===== src/rtl/progmem_arb.sv =====
// progmem_arb: round-robin arbiter for port A of the progmem program memory.
// m0 is the CPU fetch path (read-only). m1 is the JTAG debug loader (read/write).
// Optional zero-fill clear engine, built when PROGMEM_ARB_CLEAR_EN is defined.
// Grants and RAM-side controls are combinational. rvalid, clr_busy and clr_done
// are registered. Synchronous, active-high reset.
module progmem_arb #(
  parameter int AW = 9,
  parameter int DW = 32
) (
  input  logic          clk,
  input  logic          rst,
  input  logic          m0_req,
  input  logic [AW-1:0] m0_addr,
  output logic          m0_gnt,
  output logic          m0_rvalid,
  output logic [DW-1:0] m0_rdata,
  input  logic          m1_req,
  input  logic          m1_we,
  input  logic [AW-1:0] m1_addr,
  input  logic [DW-1:0] m1_wdata,
  output logic          m1_gnt,
  output logic          m1_rvalid,
  output logic [DW-1:0] m1_rdata,
  input  logic          clr_start,
  output logic          clr_busy,
  output logic          clr_done,
  output logic          ram_en,
  output logic          ram_we,
  output logic [AW-1:0] ram_addr,
  output logic [DW-1:0] ram_din,
  input  logic [DW-1:0] ram_dout
);

  typedef enum logic {IDLE, CLEAR} state_t;

  state_t state;
  // 1: m1 held the most recent grant, so m0 wins the next tie
  logic   last;

`ifdef PROGMEM_ARB_CLEAR_EN
  // One bit wider than the address so the terminal compare is unambiguous
  localparam logic [AW:0] CLR_LAST = {1'b0, {AW{1'b1}}};
  logic [AW:0] cnt;
`else
  logic unused_clr_start;
  assign unused_clr_start = clr_start;
`endif

  // Read data goes straight from the RAM. It is meaningful only while rvalid is high.
  assign m0_rdata = ram_dout;
  assign m1_rdata = ram_dout;

  // Round-robin arbitration. It runs only in IDLE and not during reset.
  always_comb begin
    m0_gnt = 1'b0;
    m1_gnt = 1'b0;
    if (!rst && state == IDLE) begin
      if (m0_req && m1_req) begin
        if (last) m0_gnt = 1'b1;
        else      m1_gnt = 1'b1;
      end else if (m0_req) begin
        m0_gnt = 1'b1;
      end else if (m1_req) begin
        m1_gnt = 1'b1;
      end
    end
  end

  // RAM port A drive. The clear engine owns the port in CLEAR, otherwise the winner does.
  always_comb begin
    ram_en   = 1'b0;
    ram_we   = 1'b0;
    ram_addr = '0;
    ram_din  = '0;
    if (!rst) begin
`ifdef PROGMEM_ARB_CLEAR_EN
      if (state == CLEAR) begin
        ram_en   = 1'b1;
        ram_we   = 1'b1;
        ram_addr = cnt[AW-1:0];
        ram_din  = '0;
      end else
`endif
      if (m0_gnt) begin
        ram_en   = 1'b1;
        ram_addr = m0_addr;
      end else if (m1_gnt) begin
        ram_en   = 1'b1;
        ram_we   = m1_we;
        ram_addr = m1_addr;
        ram_din  = m1_wdata;
      end
    end
  end

  // Sequencer: round-robin history, read-valid pipeline and the clear FSM.
  always_ff @(posedge clk) begin
    if (rst) begin
      state     <= IDLE;
      last      <= 1'b1;
      m0_rvalid <= 1'b0;
      m1_rvalid <= 1'b0;
      clr_busy  <= 1'b0;
      clr_done  <= 1'b0;
`ifdef PROGMEM_ARB_CLEAR_EN
      cnt       <= '0;
`endif
    end else begin
      m0_rvalid <= m0_gnt;
      m1_rvalid <= m1_gnt & ~m1_we;
      if (m0_gnt)      last <= 1'b0;
      else if (m1_gnt) last <= 1'b1;
      clr_done <= 1'b0;
`ifdef PROGMEM_ARB_CLEAR_EN
      case (state)
        IDLE: begin
          if (clr_start) begin
            state    <= CLEAR;
            clr_busy <= 1'b1;
            cnt      <= '0;
          end
        end
        CLEAR: begin
          if (cnt == CLR_LAST) begin
            state    <= IDLE;
            clr_busy <= 1'b0;
            clr_done <= 1'b1;
            cnt      <= '0;
          end else begin
            cnt <= cnt + 1'b1;
          end
        end
        default: begin
          state    <= IDLE;
          clr_busy <= 1'b0;
          cnt      <= '0;
        end
      endcase
`else
      state    <= IDLE;
      clr_busy <= 1'b0;
`endif
    end
  end

endmodule


===== config.mk =====
export PLATFORM = sky130hd
export DESIGN_NAME = progmem_arb
export DESIGN_NICKNAME = d
export VERILOG_FILES = /design/src/rtl/progmem_arb.sv
export SDC_FILE = /design/constraint.sdc
export NUM_CORES = 1
export LEC_CHECK = 0
export ABC_AREA = 1
export CAP_MARGIN = 0
export CORE_AREA = 4 4 77 79
export DETAILED_ROUTE_END_ITERATION = 16
export DIE_AREA = 0 0 81 83
export PLACE_DENSITY = 0.87
export SYNTH_ARGS = -nofsm -noshare
export SYNTH_HDL_FRONTEND = slang
export SYNTH_SLANG_ARGS = --single-unit

===== constraint.sdc =====
create_clock -name clk -period 1.9 [get_ports clk]
set_input_delay 0.38 -clock clk [delete_from_list [all_inputs] [get_ports clk]]
set_output_delay 0.38 -clock clk [all_outputs]
set_load 0.03 [all_outputs]

==> impl_metrics.env <==
export IMPL_avgSynthCellArea_um2=6.43
export IMPL_fillers=563
export IMPL_cts_root_buf="clkbuf_8"
export IMPL_finalInstanceArea_um2=1830
export IMPL_hold_viol_final=0
export IMPL_track_usage_pct=9.86
export IMPL_seq_power_share_pct=10.4
export IMPL_cellPowerDensity_nw_per_um2=366
export IMPL_portBuffers=101
export IMPL_fin_crit_sh_pct=93.2
export IMPL_fmax_mhz=565
export IMPL_vias=1171
export IMPL_antenna_found_initial=0
export IMPL_crit_chain="dlygate4sd2_1 -> nand2_4 -> nand3_4 -> buf_6 -> nor2_1 -> buf_4"
export IMPL_syn_area_um2=1180
export IMPL_nets=320
export IMPL_reg2regPathDepth=4
export IMPL_place_gp_congestion=0.688
export IMPL_htree_levels=1
export IMPL_fin_crit_ns=1.77
export IMPL_rows=27
export IMPL_drt_pass1_iterations=4
export IMPL_required_ns=1.52
export IMPL_cts_sinks=3
export IMPL_cpMaxStageDelayCell="dlygate4sd2_1"
export IMPL_diodes=0
export IMPL_worstHoldPathType="reg -> reg"
export IMPL_fp_dieW_um=81
export IMPL_wirelength_um=3750
export IMPL_dp_hpwl_um=3170
export IMPL_place_area_um2=1730
export IMPL_ios=201
export IMPL_crit_path_max_fanout=7
export IMPL_leakagePower_nw=0.975
export IMPL_tns_ns=0
export IMPL_coreArea_um2=5340
export IMPL_seq_area_um2=60.1
export IMPL_ys_ff_latch=3
export IMPL_p_int_mw=0.419
export IMPL_hold_depth=2
export IMPL_synth_cell_type_count=16
export IMPL_drtIter0Drc=18
export IMPL_rr_endpoint="m0_rvalid$_SDFF_PP0_"
export IMPL_rsz0062_at_grt="false"
export IMPL_syn2layout_area_growth_pct=55.9
export IMPL_fp_dieH_um=83
export IMPL_yosys_warnings=0
export IMPL_netlist_instances=183
export IMPL_tritoncts="done"
export IMPL_clk_pin_slew_ns=0.03
export IMPL_startpoint_type="input port"
export IMPL_peakVddDrop_v=0.000193
export IMPL_switching_share_pct=37.6
export IMPL_numCtsBuffers=3
export IMPL_start_util_pct=22.0
export IMPL_drc=0
export IMPL_maxSlewViolCount=0
export IMPL_status="completed"
export IMPL_power_share_clock_pct=27.3
export IMPL_max_stage_delay_ns=0.27
export IMPL_arrival_ns=1.39
export IMPL_wl_per_cell_um=12.4
export IMPL_holdCritStartpoint="last$_SDFFE_PP1P_"
export IMPL_grt_max_degree=20
export IMPL_postCtsHoldBufs=0
export IMPL_drtAntennaViolNets=0
export IMPL_power_switching_mw=0.252
export IMPL_power_mw=0.671
export IMPL_drive_above_1_share_pct=42.4
export IMPL_die_area_um2=6720
export IMPL_grt_remaining_overflow=0
export IMPL_clk_latency_ns=0.21
export IMPL_grt_pass1_vias=1104
export IMPL_dp_cells=296
export IMPL_min_to="last$_SDFFE_PP1P_"
export IMPL_instances_no_fill=303
export IMPL_end_kind="output port"
export IMPL_skew_ns=0.00244
export IMPL_crit_type="in -> out"
export IMPL_p_comb_share_pct=62.3
export IMPL_cts_buffer_depth=2
export IMPL_drv_cap=0
export IMPL_final_core_util_pct=34.3
export IMPL_vias_per_cell=3.86
export IMPL_regToRegSetupSlack_ns=1.11
export IMPL_grt_pass1_wl_um=5220
export IMPL_setup_viol=0
export IMPL_multi_input_area_um2=423
export IMPL_ys_seq_area_share_pct=5.11
export IMPL_worstReg2RegStart="last$_SDFFE_PP1P_"
==> cell usage after synthesis, drive strengths merged <==
| cell type | n | share of area (%) |
|---|---|---|
| nand4 | 18 | 9.6 |
| conb | 1 | 0.32 |
| nand2 | 12 | 4.7 |
| buf | 74 | 49 |
| dfxtp | 3 | 5.1 |
| nand3 | 1 | 1.5 |
| o21ai | 1 | 0.43 |
| inv | 36 | 11 |
| o211ai | 1 | 0.64 |
| nor2 | 36 | 18 |
==> sequential cells by signal, indices dropped and copies added, names as in the netlist <==
register,cells
last,1
m0_rvalid,1
m1_rvalid,1
==> power by group through the flow <==
stage | combinational [mW] | clock, mW | sequential [mW]
after global routing | 0.445 | 0.197 | 0.0698
after CTS | 0.423 | 0.191 | 0.0695
after floorplan | 0.446 | 0 | 0.0741
after global placement | 0.402 | 0 | 0.0701
after detailed placement | 0.407 | 0 | 0.0702
final | 0.418 | 0.183 | 0.0696
==> cells by family after synthesis <==
kind of cell	Yosys count	synth area share [%]
AOI/OAI and AO/OA	2	1.06
and+or+nand+nor	67	33.4
DFF	3	5.11
buffers and inverters	110	60.1
other	1	0.319
==> metal layers <==
metal	share of wire [%]	global-route usage, %	vias to the layer above
li1	-	-	575
met1	29	7.70	474
met2	50	18.8	101
met3	18	5.75	21
met4	3.2	4.15	0
met5	0	0	-
==> cells in the final DEF, fill, tap and decap left out <==
cell type / Yosys / routed
dfxtp_1: 3 / 3
nand2_1: 10 / 10
nor2_2: 29 / 29
nand3_2: 0 / 1
conb_1: 1 / 2
nand4_1: 18 / 18
clkbuf_2: 0 / 1
buf_4: 68 / 51
buf_16: 0 / 1
clkbuf_8: 0 / 3
o211ai_1: 1 / 1
dlygate4sd2_1: 0 / 2
inv_2: 1 / 1
buf_6: 5 / 5
inv_1: 35 / 35
nand3_4: 1 / 1
nand2_2: 1 / 1
buf_12: 0 / 3
clkbuf_1: 0 / 1
o21ai_1: 0 / 1
clkdlybuf4s50_1: 0 / 53
nor2_1: 7 / 7
nand2_4: 1 / 1
==> worst max-delay path, delay by kind of cell <==
family                 cells  cell delay [ns]
buffers and inverters      3             0.62
AND/OR/NAND/NOR            3             0.38
==> worst max path at each step <==
stage | startpoint | endpoint | slack (ns) | depth (start not counted)
after floorplan | m1_req | ram_en | 0.16 | 4
after global placement | m1_req | ram_en | -0.17 | 6
after detailed placement | m1_req | ram_en | -0.18 | 6
after CTS | m1_req | ram_addr[1] | 0.04 | 7
after global routing | m0_req | ram_din[1] | 0.03 | 6
final | m0_req | ram_din[31] | 0.13 | 6
==> layout make-up <==
class / count / share of cell area, %
clock buffers: 4 / 2.46
multi-input cells: 72 / 23.1
flip-flops and latches: 3 / 3.28
inverters: 36 / 7.37
repair buffers: 116 / 58.9
well taps: 72 / 4.91
==> what timing repair did <==
| item | in CTS | in global routing |
|---|---|---|
| setup endpoints to repair | 44 | 5 |
| setup buffers | 1 | 0 |
| gates resized for setup | 10 | 2 |
| pin swaps | 2 | 1 |
| cloned | 2 | 0 |
==> metrics by stage <==
stage / setup WS, ns / hold slack [ns]
detailed placement: -0.180 / 0.552
global placement: -0.172 / 0.538
CTS: 0.0385 / 0.557
finish: 0.130 / 0.556
floorplan: 0.163 / 0.452
global route: 0.0281 / 0.589
No activity file was read; power rests on OpenSTA's default activity.
